[src/rtl/controller_regs.sv]
// controller_regs: vblank-triggered serial controller fetch sequencer with
// per-controller current/pressed/released button registers on a CPU read port.
module controller_regs #(
    parameter int NUM_CONTROLLERS = 2,
    parameter int START_CYCLES = 2,
    parameter int SETTLE_CYCLES = 16,
    parameter int ADDR_W = $clog2(NUM_CONTROLLERS * 4)
) (
    input  logic                             clk,
    input  logic                             rst_ni,
    input  logic                             vblank_i,
    output logic                             start_fetch_o,
    input  logic [NUM_CONTROLLERS-1:0][7:0] data_LIST_i,
    input  logic                             rd_en_i,
    input  logic [ADDR_W-1:0]                addr_i,
    output logic [7:0]                       rdata_o
);
    localparam int MAX_CYC = START_CYCLES > SETTLE_CYCLES ? START_CYCLES : SETTLE_CYCLES;
    localparam int CW = $clog2(MAX_CYC + 1);
    typedef enum logic [1:0] {IDLE, START, SETTLE, UPDATE} state_t;
    state_t state;
    logic [CW-1:0] cnt;
    logic vblank_q;
    logic [NUM_CONTROLLERS-1:0][7:0] cur, prev, pressed, released;
    logic [NUM_CONTROLLERS-1:0] clr_p, clr_r;
    logic [31:0] sel;
    logic [1:0] off;
    logic [7:0] rd_val;
    logic upd;
    // prev is retained state with no register-map slot
    logic unused_prev;
    assign unused_prev = ^prev;
    assign sel = 32'(addr_i >> 2);
    assign off = addr_i[1:0];
    assign upd = state == UPDATE;
    always_comb begin
        rd_val = 8'h00;
        clr_p = '0;
        clr_r = '0;
        for (int c = 0; c < NUM_CONTROLLERS; c++) begin
            if (sel == c) begin
                rd_val = off == 2'd0 ? cur[c] : off == 2'd1 ? pressed[c] :
                         off == 2'd2 ? released[c] : {7'b0, state != IDLE};
                clr_p[c] = rd_en_i && off == 2'd1;
                clr_r[c] = rd_en_i && off == 2'd2;
            end
        end
    end
    always_ff @(posedge clk or negedge rst_ni) begin
        if (!rst_ni) begin
            state <= IDLE;
            cnt <= '0;
            vblank_q <= 1'b1;
            start_fetch_o <= 1'b0;
            rdata_o <= 8'h00;
            cur <= '0;
            prev <= '0;
            pressed <= '0;
            released <= '0;
        end else begin
            vblank_q <= vblank_i;
            if (rd_en_i) rdata_o <= rd_val;
            // a read-clear on the UPDATE edge drops old bits but keeps the new edges
            for (int c = 0; c < NUM_CONTROLLERS; c++) begin
                pressed[c] <= (clr_p[c] ? 8'h00 : pressed[c]) | (upd ? data_LIST_i[c] & ~cur[c] : 8'h00);
                released[c] <= (clr_r[c] ? 8'h00 : released[c]) | (upd ? ~data_LIST_i[c] & cur[c] : 8'h00);
            end
            if (upd) begin
                prev <= cur;
                cur <= data_LIST_i;
            end
            case (state)
                IDLE: if (vblank_i && !vblank_q) begin
                    state <= START;
                    start_fetch_o <= 1'b1;
                    cnt <= '0;
                end
                START: if (cnt == CW'(START_CYCLES - 1)) begin
                    state <= SETTLE;
                    start_fetch_o <= 1'b0;
                    cnt <= '0;
                end else cnt <= cnt + CW'(1);
                SETTLE: if (cnt == CW'(SETTLE_CYCLES - 1)) begin
                    state <= UPDATE;
                    cnt <= '0;
                end else cnt <= cnt + CW'(1);
                UPDATE: state <= IDLE;
            endcase
        end
    end
endmodule

[config.mk]
export PLATFORM = sky130hd
export DESIGN_NAME = controller_regs
export DESIGN_NICKNAME = d
export VERILOG_FILES = /design/src/rtl/controller_regs.sv
export SDC_FILE = /design/constraint.sdc
export NUM_CORES = 1
export LEC_CHECK = 0
export CORE_MARGIN = 3
export CORE_UTILIZATION = 57
export CTS_CLUSTER_SIZE = 28
export DETAILED_ROUTE_END_ITERATION = 8
export PLACE_DENSITY = 0.78
export SYNTH_ARGS = -nofsm -noshare
export SYNTH_HDL_FRONTEND = slang
export SYNTH_SLANG_ARGS = --single-unit
[constraint.sdc]
create_clock -name clk -period 4.3 [get_ports clk]
set_input_delay 0.86 -clock clk [delete_from_list [all_inputs] [get_ports clk]]
set_output_delay 0.86 -clock clk [all_outputs]
set_load 0.005 [all_outputs]
==> flow_summary.json, run 1 <==
{
  "status": "finished clean",
  "cp.required_ps": 4540,
  "hp-start": "pressed[3]",
  "yosysWarnings": 0,
  "die-area_mm2": 0.00633,
  "finalNetCount": 387,
  "slowest_stage": "clkdlybuf4s50_1",
  "core_area_mm2": 0.00517,
  "final-setup-viol-count": 0,
  "clockRootBuffer": "clkbuf_8",
  "cts_made_buffers": 9,
  "clk_pin_slew_ps": 70,
  "fin_tns_setup_ps": 0,
  "synthAdderAreaFrac": 0.0325,
  "synth.area.mux_share": 0.0523,
  "fin_worst_skew_ps": 6.18,
  "cts_max_path_buffers": 2,
  "vias": 2396,
  "fmax_mhz": 374,
  "r2r-start": "state[0]",
  "rsz0062_at_grt": "false",
  "cp_num_buf_inv": 2,
  "synthCells": 325,
  "cts_tree": "done",
  "routedWlPerCell_um": 15.1,
  "antenna_left": 0,
  "ys_types": 33,
  "yosys.area_share.simple": 0.148,
  "start_util": 0.596,
  "drive_gt1_frac": 0.0803,
  "ys_async_sr_fraction": 1.00,
  "synth_top_cell_area_share": 0.519,
  "cts_resized": 0,
  "p_leak_uw": 0.00166,
  "grt.total_usage": 0.227,
  "slowest_delay_ps": 880,
  "grt_max_degree": 42,
  "synth-compound-area-share": 0.186,
  "synth_top_family_by_area": "compound AO/OA/AOI/OAI gates",
  "dr.pass1.iters": 4,
  "cp-end-kind": "flip-flop",
  "drv_cap": 0,
  "cp-start-kind": "primary input",
  "final_core_util": 0.707,
  "cts_setup_buffers": 0,
  "grt_pass1_wl_um": 10900,
  "drc": 0,
  "ys_seq_area_frac": 0.528,
  "crit_start": "addr_i[1]",
  "fp.dieW_um": 79.6,
  "r2r_setup_slack_ps": 2240,
  "slew_viol_final": 0,
  "post-dp-hpwl_um": 4380,
  "max_slew.worst_pin.slew_ps": 887,
  "syn_area_per_cell_um2": 9.49,
  "synth-edff-count": 0,
  "synthesis.area_mm2": 0.00308,
  "synthFlopType": "dfrtp_1",
  "critPathTopFamily": "buffers and inverters",
  "cp_max_fo": 21,
  "crit_chain": "clkdlybuf4s50_1 > nor2b_1 > buf_4 > nand3_1 > a32o_1",
  "ys_top_cells_by_area": "dfrtp_1 52%, nand2_1 9.2%, o21ai_0 9.1%",
  "antenna_found_initial": 0,
  "overflow": 0,
  "fin_crit_ps": 2670,
  "grt_pass1_vias": 2331,
  "synth_xor_area_frac": 0,
  "crit_arrival_ps": 2910,
  "drt-vias-per-instance": 5.56,
  "ios": 32,
  "vdd_drop_max_v": 0.000344,
  "gp_congestion": 0.823,
  "cts_sinks": 65,
  "area_growth_pct": 18.6,
  "row_count": 26,
  "critPathKind": "in -> reg",
  "maxSlewHeadroom": 0.408,
  "wl_um": 6500,
  "clkLatencyLatePin_ps": 340,
  "cts.htree.levels": 3,
  "synth_seq_cells": 65,
  "synthesis.nets": 356,
  "numPortBuffers": 31,
  "hold_violations": 0,
  "synth_area_leader_cell": "dfrtp_1",
  "power_density_mw_per_mm2": 646,
  "holdBufCountCts": 0,
  "drt-initial-drc-count": 195,
  "final.period_utilization": 0.621,
  "fp.dieH_um": 79.6,
  "hold_path.class": "reg -> reg",
  "n_antenna_cell": 0
}
==> sequential cells by signal (all words and copies together) (netlist names) <==
register       count
vblank_q           1
pressed           16
start_fetch_o      1
rdata_o            8
cur               16
released          16
cnt                5
state              2
==> layer usage <==
metal,global-route usage,vias to the layer above,share of wire
li1,-,1171,-
met3,0.0418,16,0.043
met5,0,-,0
met2,0.357,48,0.47
met1,0.298,1161,0.46
met4,0.124,0,0.025
==> cell type report <==
cell class / instances / area, µm²
clock buffers: 14 / 163
clock inverters: 2 / 60.1
fillers: 381 / 1520
inverters: 24 / 90.1
multi-input cells: 221 / 1290
flip-flops and latches: 65 / 1630
well taps: 70 / 87.6
repair buffers: 35 / 335
==> worst register-to-register path, delay by kind of cell (launching register included) <==
kind	cells	cell delay, ps
fa+ha+maj	1	700
buf+inv	1	410
flops	1	400
compound gates	2	400
simple gates	1	50
==> cells in the mapped netlist (2+ instances only) <==
| cell | n |
|---|---|
| a21oi_1 | 11 |
| a31o_2 | 7 |
| nor2_1 | 2 |
| buf_4 | 2 |
| nor2b_1 | 11 |
| inv_1 | 24 |
| o22a_1 | 2 |
| o2bb2ai_1 | 2 |
| o31ai_1 | 3 |
| dfrtp_1 | 64 |
| o211ai_1 | 7 |
| mux2i_1 | 15 |
| nand3_1 | 7 |
| o21ai_0 | 56 |
| nand2_1 | 76 |
| clkbuf_1 | 6 |
| buf_2 | 7 |
| ha_1 | 8 |
==> where the power goes <==
part	switching, µW	internal, µW
sequential	191	884
combinational	387	320
clock	222	359
==> path summary, 6_finish.rpt <==
path                                     end  depth (start not counted)
worst min-delay path              pressed[3]                          2
max in group asynchronous         rdata_o[4]                          2
worst max register to register        cnt[1]                          5
min in group asynchronous             cur[3]                          1
worst min register to register    pressed[3]                          2
worst max-delay path            released[14]                          5
==> metrics by stage <==
step | worst slack, ps | std cells | total power (µW) | area, µm² | hold slack, ps
2_1_floorplan | 2480 | 325 | 1530 | 3080 | 450
3_3_place_gp | 1340 | 415 | 1740 | 3430 | 461
3_5_place_dp | 1300 | 415 | 1790 | 3430 | 471
4_1_cts | 1640 | 431 | 2380 | 3660 | 487
5_1_grt | 1450 | 431 | 2530 | 3660 | 506
6_report | 1630 | 431 | 2360 | 3660 | 483
==> cell usage in the layout (no fill, tap or decap), types with 2 or more instances in the layout <==
| master | instances |
|---|---|
| a21oi_1 | 11 |
| a31o_2 | 7 |
| buf_4 | 4 |
| bufinv_16 | 2 |
| clkbuf_1 | 3 |
| clkbuf_8 | 11 |
| clkdlybuf4s50_1 | 30 |
| dfrtp_1 | 64 |
| ha_1 | 8 |
| inv_1 | 24 |
| mux2i_1 | 15 |
| nand2_1 | 76 |
| nand3_1 | 7 |
| nor2_1 | 2 |
| nor2b_1 | 11 |
| o211ai_1 | 7 |
| o21ai_0 | 56 |
| o22a_1 | 2 |
| o2bb2ai_1 | 2 |
| o31ai_1 | 3 |
==> kinds of logic after synthesis <==
kind of cell	after synthesis
AND/OR/NAND/NOR	102
AO/OA/AOI/OAI	95
flip-flops	65
buffers and inverters	39
multiplexers	16
adder cells (fa/ha/maj)	8
(Power assumes the default switching activity.)
==> run 2: changes to the inputs <==
- CORE_UTILIZATION: 57 -> 51
- PLACE_DENSITY: 0.78 -> 0.74
- clock period: 4.3 -> 2.36 ns (I/O delays scaled with it)
==> run 2 against run 1 <==
Compared with the run above:
- core utilization down 4.2 points
- sequential share of layout area is 1.4 points lower
- combinational power up 81%
- clock power grew 130%
- register-to-register slack got worse by 1700 ps
- clock-buffer cell count is 3 lower
- via count down 0.29%
- clock skew grew 0.89 ps
==> flow_summary.json, run 2 (same netlist as run 1, synthesis figures left out) <==
{
  "grt.total_usage": 0.203,
  "cp-start-kind": "flip-flop",
  "drt-initial-drc-count": 153,
  "fin_crit_ps": 1830,
  "drc": 0,
  "fill_cells": 462,
  "drv_cap": 0,
  "routedWlPerCell_um": 15.0,
  "use_met3": 0.0553,
  "vias": 2389,
  "drive_gt1_frac": 0.101,
  "status": "finished clean",
  "final_cell_mix": "76 x nand2_1, 64 x dfrtp_1, 56 x o21ai_0",
  "use_met1": 0.274,
  "power_density_mw_per_mm2": 1200,
  "clkLatencyLatePin_ps": 350,
  "critPathKind": "reg -> reg",
  "cts_setup_buffers": 0,
  "fmax_mhz": 547,
  "fin_worst_skew_ps": 7.07,
  "cp_max_fo": 5,
  "multi_input_area_mm2": 0.00129,
  "die-area_mm2": 0.00702,
  "grt_max_degree": 66,
  "row_count": 27,
  "final.period_utilization": 0.775,
  "final-setup-viol-count": 0,
  "clockRootBuffer": "clkbuf_8",
  "post-dp-hpwl_um": 4370,
  "core_area_mm2": 0.00568,
  "start_util": 0.543,
  "antenna_found_initial": 0,
  "p_leak_uw": 0.00172,
  "ios": 32,
  "antenna_left": 0,
  "cts_max_path_buffers": 2,
  "cts_tree": "done",
  "n_antenna_cell": 0,
  "area_growth_pct": 22.4,
  "clk_pin_slew_ps": 70,
  "grt_pass1_wl_um": 11300,
  "fin_tns_setup_ps": 0,
  "dr.pass1.iters": 4,
  "power_uw": 4540,
  "gp_congestion": 0.754,
  "vdd_drop_max_v": 0.000904,
  "crit_arrival_ps": 2060,
  "cts_made_buffers": 9,
  "cts.htree.levels": 3,
  "place_area_mm2": 0.00350,
  "drt-vias-per-instance": 5.45,
  "cts_resized": 0,
  "rsz0062_at_grt": "false",
  "finalNetCount": 392,
  "hold_violations": 0,
  "final-seq-area_mm2": 0.00163,
  "numPortBuffers": 31,
  "grt_pass1_vias": 2309,
  "cp.required_ps": 2590,
  "holdBufCountCts": 0,
  "overflow": 0,
  "fp.dieW_um": 83.8,
  "grt.busiest_layer": "met2",
  "wl_um": 6570,
  "fp.dieH_um": 83.8,
  "maxSlewHeadroom": 0.714,
  "reg.largest.list": "cur x16, pressed x16, released x16",
  "max_slew.worst_pin.slew_ps": 429,
  "cts_sinks": 65,
  "final_area_mm2": 0.00378,
  "hold_path.class": "in -> async",
  "grt.met2_usage": 0.308,
  "final_common_cell": "nand2_1",
  "cp-end-kind": "flip-flop",
  "slew_viol_final": 0
}
## run 2: changes by cell type in the layout (fill, tap and decap cells not counted)
cell / change
clkbuf_1: -3
clkinv_2: +1
bufinv_16: +2
buf_4: +3
buf_12: +2
## run 2: metrics by stage
step | hold slack (ps) | utilization | instances | worst slack (ps)
2_1_floorplan | 176 | - | 325 | 676
3_3_place_gp | 463 | 0.617 | 422 | 290
3_5_place_dp | 473 | 0.617 | 422 | 256
4_1_cts | 134 | 0.665 | 438 | 536
5_1_grt | 124 | 0.665 | 438 | 347
6_report | 115 | 0.665 | 438 | 530
## run 2: area by class of cell
cell class                 instances  area share
sequential                        65       0.431
multi-input combinational        221       0.343
timing repair buffer              40       0.105
clock buffer                      11      0.0401
clock inverter                     5      0.0331
inverter                          24      0.0239
tap                               72      0.0239
## run 2: worst max-delay path, cell delays in order (launching register included)
cell and delay [ps]:
dfrtp_1 430, ha_1 240, nand3_1 120, inv_1 60, ha_1 170, nor2b_1 140
and2b_2 250, mux2_1 310
## run 2: final timing paths
path / startpoint / to / slack, ps / cells past startpoint
max: cnt[0] / state[1] / 530 / 7
min: rst_ni / cur[2] / 110 / 2
max reg2reg: cnt[0] / state[1] / 530 / 7
min reg2reg: pressed[15] / pressed[15] / 480 / 2
max in group asynchronous: rst_ni / vblank_q / 1910 / 2
min in group clk: pressed[15] / pressed[15] / 480 / 2
## run 2: where the power goes
part	internal, µW	leakage [µW]	total [µW]	switching [µW]
Combinational	590	0.000787	1280	690
Sequential	1610	0.000791	1950	344
Clock	865	0.000140	1310	442
## run 2: routing by layer
layer | routed length [µm] | share of wire | up-vias
met4 | 125 | 0.019 | 0
met5 | 0 | 0 | -
met2 | 3070 | 0.47 | 43
met1 | 3120 | 0.48 | 1162
li1 | - | - | 1174
met3 | 252 | 0.038 | 10
==> run 3: changes to the inputs <==
- clock period: 2.36 -> 1.6 ns (I/O delays scaled with it)
==> run 3 against run 2 <==
Compared with the run above:
- the flow now finishes with violations (negative setup slack)
- sequential share of layout area is 1.5 points lower
- via count is 4.4% higher
- worst setup slack worse by 650 ps
- largest cell class unchanged
- combinational power is 74% higher
- total power is 42% higher
- clock skew is 0.92 ps higher
- critical path type unchanged
==> flow_summary.json, run 3 (same netlist as run 1, synthesis figures left out) <==
{
  "antenna_left": 0,
  "clkLatencyLatePin_ps": 340,
  "r2r-start": "cnt[1]",
  "finalNetCount": 415,
  "fp.dieH_um": 83.8,
  "cp-start-kind": "flip-flop",
  "drv_cap": 0,
  "hp-start": "vblank_i",
  "cts_sinks": 65,
  "crit_start": "cnt[1]",
  "area_growth_pct": 27.0,
  "status": "finished with violations",
  "grt.total_usage": 0.202,
  "fin_worst_skew_ps": 7.99,
  "final_common_cell": "nand2_1",
  "pre_cts_slack_ps": -220,
  "final_core_util": 0.690,
  "maxSlewHeadroom": 0.761,
  "grt_max_degree": 66,
  "cts.htree.levels": 3,
  "fin_crit_ps": 1720,
  "critPathKind": "reg -> reg",
  "vdd_drop_max_v": 0.00109,
  "drt-initial-drc-count": 143,
  "slew_viol_final": 0,
  "drc": 0,
  "grt_pass1_vias": 2412,
  "fmax_mhz": 580,
  "hold_path.class": "in -> reg",
  "power_uw": 6450,
  "place_area_mm2": 0.00364,
  "grt_pass1_wl_um": 11400,
  "numPortBuffers": 31,
  "place_inst": 440,
  "cp.required_ps": 1820,
  "crit_arrival_ps": 1940,
  "overflow": 0,
  "antenna_found_initial": 0,
  "fp.dieW_um": 83.8,
  "fill_cells": 448,
  "drive_gt1_frac": 0.175,
  "ios": 32,
  "hold_violations": 0,
  "clk_pin_slew_ps": 70,
  "start_util": 0.543,
  "fin_ws_ps": -125,
  "cp_max_fo": 3,
  "max_slew.worst_pin.slew_ps": 358,
  "n_antenna_cell": 0,
  "drt-vias-per-instance": 5.42,
  "final_cell_mix": "75 x nand2_1, 63 x dfrtp_1, 54 x o21ai_0",
  "reg.largest.list": "cur x16, pressed x16, released x16",
  "rsz0062_at_grt": "true",
  "final-setup-viol-count": 4,
  "power_density_mw_per_mm2": 1650,
  "wl_um": 6920,
  "failed_checks": "negative setup slack",
  "post-dp-hpwl_um": 4720,
  "die-area_mm2": 0.00702,
  "cts_tree": "done",
  "cts_made_buffers": 9,
  "vias": 2494,
  "final.period_utilization": 1.08,
  "p_leak_uw": 0.00179,
  "final_area_mm2": 0.00392,
  "final_cell_count_no_fill": 460,
  "cp-end-kind": "flip-flop",
  "gp_congestion": 0.751,
  "clockRootBuffer": "clkbuf_8",
  "routedWlPerCell_um": 15.0,
  "core_area_mm2": 0.00568,
  "cts_max_path_buffers": 2,
  "dr.pass1.iters": 4,
  "row_count": 27
}
-- run 3: through the flow --
step	hold WS, ps	setup TNS [ps]
floorplan	24.4	-6.10
global placement	363	-3220
detailed placement	365	-4500
CTS	412	-99.6
global route	419	-770
finish	422	-274
-- run 3: worst paths after layout --
kind	endpoint	slack [ps]	depth (start not counted)
setup / recovery	state[1]	-120	6
hold / removal	vblank_q	420	1
setup reg to reg	state[1]	-120	6
hold reg to reg	released[8]	480	2
max in group asynchronous	vblank_q	730	3
min in group asynchronous	released[1]	510	3
-- run 3: repair_timing --
item,4_1_cts,5_1_grt
resized for setup,0,15
hold buffers,1,0
setup endpoints to repair,2,7
setup buffers,1,3
pin swaps,0,4
gates cloned,0,0
endpoints found under the hold margin,4,0
-- run 3: cell type report --
type | instances | area [µm²] | share of cell area
well taps | 72 | 90.1 | 0.0230
clock inverters | 4 | 45.0 | 0.0115
flip-flops and latches | 65 | 1630 | 0.416
clock buffers | 11 | 131 | 0.0335
inverters | 24 | 90.1 | 0.0230
multi-input cells | 221 | 1370 | 0.349
repair buffers | 63 | 564 | 0.144
-- run 3: where the power goes --
group,switching [µW],total [µW],internal (µW)
clock network,603,1310,704
registers,539,2920,2380
logic,1110,2230,1120
total,2250,6450,4200
-- run 3: routing by layer --
| metal | track usage | vias up | wire (µm) |
|---|---|---|---|
| li1 | - | 1223 | - |
| met1 | 0.286 | 1222 | 3370 |
| met2 | 0.307 | 40 | 3230 |
| met3 | 0.0434 | 9 | 223 |
| met4 | 0.0746 | 0 | 99 |
| met5 | 0 | - | 0 |
-- run 3: critical path: stages, from the launching register on --
cell and delay (ps):
dfrtp_1 420, inv_1 80, ha_1 160, nor4b_4 270, a2bb2oi_2 190, and2b_2 190
mux2_4 290
